==> src/rtl/dcache_refill.sv <==
`default_nettype none
// ============================================================================
// Module  : dcache_refill
// Brief   : Line-refill miss handler feeding the data cache load port.
// Rev     : 1.0  initial release
// ============================================================================
module dcache_refill #(
  parameter int MEM_SCALE = 27,
  parameter int LINE_LOG  = 2
) (
  input  logic                 clk,
  input  logic                 rst,
  input  logic                 miss_req,
  input  logic [MEM_SCALE-1:0] miss_addr,
  input  logic [3:0]           cpu_we,
  output logic                 miss_done,
  output logic                 busy,
  output logic                 dram_req_valid,
  input  logic                 dram_req_ready,
  output logic [MEM_SCALE-1:0] dram_req_addr,
  input  logic                 dram_rsp_valid,
  output logic                 dram_rsp_ready,
  input  logic [31:0]          dram_rsp_data,
  output logic                 load_oe,
  output logic [MEM_SCALE-1:0] load_addr,
  output logic [31:0]          load_wdata,
  output logic [3:0]           load_we,
  output logic [31:0]          refill_count
);

  // A one-word line still needs a one-bit counter to keep the datapath legal.
  localparam int                   c_cnt_w     = (LINE_LOG > 0) ? LINE_LOG : 1;
  localparam logic [c_cnt_w-1:0]   c_last      = c_cnt_w'((1 << LINE_LOG) - 1);
  localparam logic [MEM_SCALE-1:0] c_line_mask = ~(MEM_SCALE'((1 << (LINE_LOG + 2)) - 1));

  localparam logic [1:0] c_idle = 2'd0;
  localparam logic [1:0] c_req  = 2'd1;
  localparam logic [1:0] c_fill = 2'd2;
  localparam logic [1:0] c_done = 2'd3;

  logic [1:0]           state_q,        state_d;
  logic [MEM_SCALE-1:0] base_q,         base_d;
  logic [c_cnt_w-1:0]   cnt_q,          cnt_d;
  logic [31:0]          refill_count_q, refill_count_d;
  logic                 w_fire;

  always_comb begin
    state_d        = state_q;
    base_d         = base_q;
    cnt_d          = cnt_q;
    refill_count_d = refill_count_q;
    w_fire         = 1'b0;
    dram_req_valid = 1'b0;
    dram_req_addr  = '0;
    dram_rsp_ready = 1'b0;
    load_oe        = 1'b0;
    load_addr      = '0;
    load_wdata     = '0;
    load_we        = 4'h0;
    miss_done      = 1'b0;

    case (state_q)
      c_idle: begin
        if (miss_req) begin
          base_d  = miss_addr & c_line_mask;
          cnt_d   = '0;
          state_d = c_req;
        end
      end
      c_req: begin
        dram_req_valid = 1'b1;
        dram_req_addr  = base_q;
        if (dram_req_ready) begin
          state_d = c_fill;
        end
      end
      c_fill: begin
        // Any active store byte lane blocks the load port, so partial stores
        // can never collide with a refill write either.
        dram_rsp_ready = ~|cpu_we;
        w_fire         = dram_rsp_valid & dram_rsp_ready;
        if (w_fire) begin
          load_oe    = 1'b1;
          load_we    = 4'hF;
          load_addr  = base_q | MEM_SCALE'({cnt_q, 2'b00});
          load_wdata = dram_rsp_data;
          cnt_d      = cnt_q + c_cnt_w'(1);
          if (cnt_q == c_last) begin
            state_d = c_done;
          end
        end
      end
      c_done: begin
        miss_done      = 1'b1;
        refill_count_d = refill_count_q + 32'd1;
        state_d        = c_idle;
      end
      default: begin
        state_d = c_idle;
      end
    endcase
  end

  always_ff @(posedge clk or negedge rst) begin
    if (!rst) begin
      state_q        <= c_idle;
      base_q         <= '0;
      cnt_q          <= '0;
      refill_count_q <= '0;
    end else begin
      state_q        <= state_d;
      base_q         <= base_d;
      cnt_q          <= cnt_d;
      refill_count_q <= refill_count_d;
    end
  end

  assign busy         = (state_q != c_idle);
  assign refill_count = refill_count_q;

endmodule
`default_nettype wire

==> config.mk <==
export PLATFORM = sky130hd
export DESIGN_NAME = dcache_refill
export DESIGN_NICKNAME = d
export VERILOG_FILES = /design/src/rtl/dcache_refill.sv
export SDC_FILE = /design/constraint.sdc
export NUM_CORES = 1
export LEC_CHECK = 0
export BUFFER_PORTS_ARGS = -buffer_cell sky130_fd_sc_hd__buf_2
export CELL_PAD_IN_SITES_DETAIL_PLACEMENT = 1
export CELL_PAD_IN_SITES_GLOBAL_PLACEMENT = 1
export CORE_ASPECT_RATIO = 1.1
export CORE_MARGIN = 3
export CORE_UTILIZATION = 31
export CTS_CLUSTER_DIAMETER = 150
export DETAILED_ROUTE_END_ITERATION = 7
export GPL_ROUTABILITY_DRIVEN = 0
export MAX_ROUTING_LAYER = met4
export PLACE_DENSITY_LB_ADDON = 0.1
export SYNTH_ARGS = -nofsm -noshare
export SYNTH_HDL_FRONTEND = slang
export SYNTH_SLANG_ARGS = --single-unit
==> constraint.sdc <==
create_clock -name clk -period 2.45 [get_ports clk]
set_input_delay 0.6125 -clock clk [delete_from_list [all_inputs] [get_ports clk]]
set_output_delay 0.6125 -clock clk [all_outputs]
set_load 0.02 [all_outputs]
# Word-level counts from Yosys, hierarchy flattened
# Cells that the tools add are included.
# op_classes
n_addsub	2
n_eq_ne	8
mux	20
bitwise_logic	2
n_reduce_logical	8
# op_table
op	n
two-way mux 27 bit	3
two-way mux 32 bit	2
adder 32 x 1 -> 32 bit, second input constant	1
OR 27 x 4 -> 27 bit	1
two-way mux 2 bit	6
two-way mux 4 bit	2
inequality test 2 bit, second input constant	4
case mux 2 bit (4 select lines)	1
equality test 2 bit, second input constant	3
two-way mux 1 bit	5
case mux 2 bit (2 select lines)	1
AND reduction 4 bit	1
nonzero test 2 bit	2
OR reduction 4 bit	1
AND reduction 3 bit	1
adder 2 x 1 -> 2 bit, second input constant	1
equality test 2 x 1 -> 1 bit, second input constant	1
logical NOT 2 bit	1
AND reduction 2 bit	1
bitwise AND 1 bit	1
logical NOT 1 bit	1
# totals
ff_bits	59
wordCells	44

# Depth between registers and ports, before layout
# logic_depth
depth_word	5
ltp_mapped	7
mapped_depth_nobuf	6

# Least setup slack after synthesis
# No wires, ideal clock.
# synth_path
kind	input port to output port
from	input port cpu_we[1]
to	output port load_addr[17]
arrival_ns	1.941
t_required_ns	1.837
slack_ns	-0.104
stages	4
path_cell_list	nor4_2 and3_1 clkbuf_1 and2_1
# synth_via
elab_chain_cells	5
# synth_lines
element	line_no	rtl
from (decl)	15	input logic [3:0] cpu_we,
OR reduction 4 bit	80	dram_rsp_ready = ~|cpu_we;
logical NOT 1 bit	80	
bitwise AND 1 bit	81	w_fire = dram_rsp_valid & dram_rsp_ready;
two-way mux 27 bit	82	if (w_fire) begin
two-way mux 27 bit	62	case (state_q)
to (decl)	25	output logic [MEM_SCALE-1:0] load_addr,
# Every way passes these cells.

# Worst setup path in the final report
# layout_path
from	input port cpu_we[1]
to	output port load_addr[20]
# The elaborated chain is that of the path after synthesis.

==> impl_summary.txt <==
----------------------------------------------------
[Floorplanning]
  Vertical die dimension ... roughly 110 um
  Number of placement rows ... 38
  Chip width ... ~100 um
  Number of ports placed on the die boundary ... about 200
  Core Region ... roughly 10000 sq um
  Initial core utilization ... 0.323
  Die footprint ... 11700 sq um

[Timing]
  Count of endpoints failing hold in the final timing report ... 0
  Count of final setup violators ... 0
  Post-layout worst setup margin ... between 0.05 and 0.06 ns
  Post-route fraction of the period consumed by the critical path ... 0.978
  Pins over their slew limit ... 0
  Relative slew slack ... 0.515
  RSZ-0062 raised after global routing ... true
  Final Critical Period ... between 2 and 2.5 ns
  Maximum clock frequency ... approximately 420 MHz
  Setup Skew ... about 0.012 ns
  Worst-margin pin slew ... slightly above 0.7 ns

[Setup path]
  Register-to-register setup slack ... ~0.37 ns
  Maximum net fanout on the critical path ... 22
  Kind of launch point of the worst setup path ... input pin
  Capturing element type of the critical path ... output port
  Setup Crit Path Kind ... in -> out
  CP Data Arrival Time ... about 1.8 ns
  Endpoint required time on the critical path ... roughly 1.8 ns

[Flow run]
  Max-cap violations ... 0

[Synthesis]
  Cell count after synthesis ... a little over 300
  Yosys cell types ... 34
  Most common flop cell mapped by yosys ... sky130_fd_sc_hd__dfrtp_1
  Cell area after synthesis ... 3240 sq um
  Synthesis Warnings ... 0
  Flops & latches, synth ... slightly below 60
  Top cells by area in the synthesized netlist ... sky130_fd_sc_hd__dfrtp_1, sky130_fd_sc_hd__and2_1, sky130_fd_sc_hd__mux2_2
  Register area share after synthesis ... 0.455
  Count of flip-flops with a built-in enable after synthesis ... 0
  Share of the synthesized area in the top cell type ... 0.455
  Cell taking the most area after synthesis ... sky130_fd_sc_hd__dfrtp_1
  Asr flop ratio synth ... 1.00
  Avg Synthesized Cell Area ... 10.7 sq um

[Layout]
  Area added between synthesis and finish ... 42.5%
  Share of the core filled with cells ... 0.461
  Net total in the final layout ... between 500 and 600
  Fraction of layout instances using a drive strength above 1 ... 0.489
  Commonest cells after routing, fill and taps aside ... sky130_fd_sc_hd__buf_2, sky130_fd_sc_hd__and2_1, sky130_fd_sc_hd__dfrtp_1, sky130_fd_sc_hd__mux2_2, sky130_fd_sc_hd__xnor2_1
  Post-Layout Cell Count ... approximately 630
  Leading cell type in the layout, fill and taps excluded ... sky130_fd_sc_hd__buf_2

[Placed design]
  Worst slack at placement ... about 0.020 ns
  Post-DP HPWL ... 7220 um
  Port Buffers ... around 180
  DP Cell Count ... 616

[Clock tree]
  Clock edge transition at the registers on the reported setup and hold paths ... approximately 0.070 ns
  TritonCTS sink count ... just under 60
  Max H-tree Level ... 3
  Skew-Pair Late Insertion Delay ... roughly 0.33 ns
  Max Root-Sink Buffers ... 2
  Clock buffer count from CTS ... 9
  TritonCTS clock tree ... built
  Clock tree root buffer cell ... sky130_fd_sc_hd__clkbuf_8
  Hold-fix buffers at CTS ... 0

[Global routing]
  Wire length of the first global-routing pass ... 14500 um
  Initial antenna violation count ... 1
  GRT Total Usage ... 0.159
  Total overflow reported by the global router ... 0
  Largest net degree at the start of global routing ... 45
  Vias in the first global route ... 2797

[Pwr]
  Maximum VDD drop ... about 0.54 mV
  Leakage power total ... approximately 2.5 nW
  Power per standard cell area ... about 830 nW/um^2

[Drt]
  Final WL ... 9410 um
  Final antenna-violating net count ... 0
  Iteration count of the initial detailed-routing pass ... 4
  Vias ... about 2800
  Wire length per cell after detailed routing ... 14.8 um
  DRC errors left ... 0
  Number of design-rule violations left by the first detailed-router iteration ... 61
  Post-detailed-route via-to-cell ratio ... about 4.4

[Status]
  Outcome ... finished, final reports clean

[Worst hold path]
  Class of the tightest hold or removal check ... in -> async

----------------------------------------------------
-- worst paths after layout --
check | endpoint | startpoint | cells past startpoint
setup / recovery | load_addr[20] | cpu_we[1] | 6
hold / removal | refill_count[27] | rst | 1
setup reg to reg | refill_count[31] | state_q[0] | 6
hold reg to reg | refill_count[31] | refill_count[31] | 1
max in group asynchronous | cnt_q[0] | rst | 2
min in group clk | refill_count[31] | refill_count[31] | 1
-- power by group --
part           leakage [nW]  internal [W]  switching [W]
combinational          1.66      0.000646       0.000743
clock                 0.115      0.000623       0.000377
sequential            0.761       0.00124       0.000224
total                  2.54       0.00251        0.00134
-- layer usage --
layer / vias to the layer above / GRT usage / wire (um)
li1: 1367 / - / -
met1: 1333 / 0.176 / 3770
met2: 113 / 0.274 / 4920
met3: 7 / 0.0468 / 639
met4: 0 / 0.0532 / 93
met5: - / - / 0
-- logic make-up after synthesis --
| group | after synthesis | share of synthesized area |
|---|---|---|
| AND/OR/NAND/NOR | 143 | 0.277 |
| flip-flops | 59 | 0.455 |
| XOR/XNOR | 31 | 0.0838 |
| buffers and inverters | 29 | 0.0494 |
| multiplexers | 26 | 0.0903 |
| adder cells (fa/ha/maj) | 7 | 0.0270 |
| AO/OA/AOI/OAI | 7 | 0.0158 |
| other | 1 | 0.00116 |
-- metrics by stage --
stage          hold WS, ns  total power, W  setup TNS [ns]  cell area, sq um
2_1_floorplan        0.317         0.00236               0              3260
3_3_place_gp         0.466         0.00284               0              4310
3_5_place_dp         0.466         0.00289               0              4310
4_1_cts              0.266         0.00391               0              4540
5_1_grt              0.288         0.00411          -0.966              4620
6_report             0.262         0.00386               0              4620
-- state kept, by name, summed over array words and instances (netlist names) --
signal and flops:
base_q 23, cnt_q 2, refill_count 32, state_q 2
-- area by class of cell --
cell class                      instances  area [sq um]
Timing Repair Buffer                  194          1080
Antenna cell                            1          2.50
Clock buffer                           11           151
Sequential cell                        59          1480
Fill cell                            1214          5410
Clock inverter                          4          73.8
Multi-Input combinational cell        220          1640
Inverter                                5          18.8
Tap cell                              140           175
-- what timing repair did --
item | in CTS | in global routing
buffers inserted | 0 | 1
resized for setup | 0 | 16
setup endpoints to repair | 0 | 57
endpoints found under the hold margin | 0 | 0
-- cells in the mapped netlist (all sizes together), types with 2 or more instances --
cell,instances
a22o,3
and2,83
and3,8
and4,2
buf,16
clkbuf,8
dfrtp,59
ha,7
inv,5
mux2,26
nand2,10
nand3,11
nand4,14
nand4b,3
nor2,5
nor3,2
nor4,3
o21ai,2
xnor2,23
xor2,8
-- worst max-delay path, cell delays in order --
cell and delay [ns]:
sky130_fd_sc_hd__buf_2 0.11, sky130_fd_sc_hd__nor4_4 0.28, sky130_fd_sc_hd__and3_4 0.29, sky130_fd_sc_hd__clkbuf_16 0.18, sky130_fd_sc_hd__and2_1 0.14, sky130_fd_sc_hd__buf_2 0.16
No activity file was read; power rests on OpenSTA's default activity.
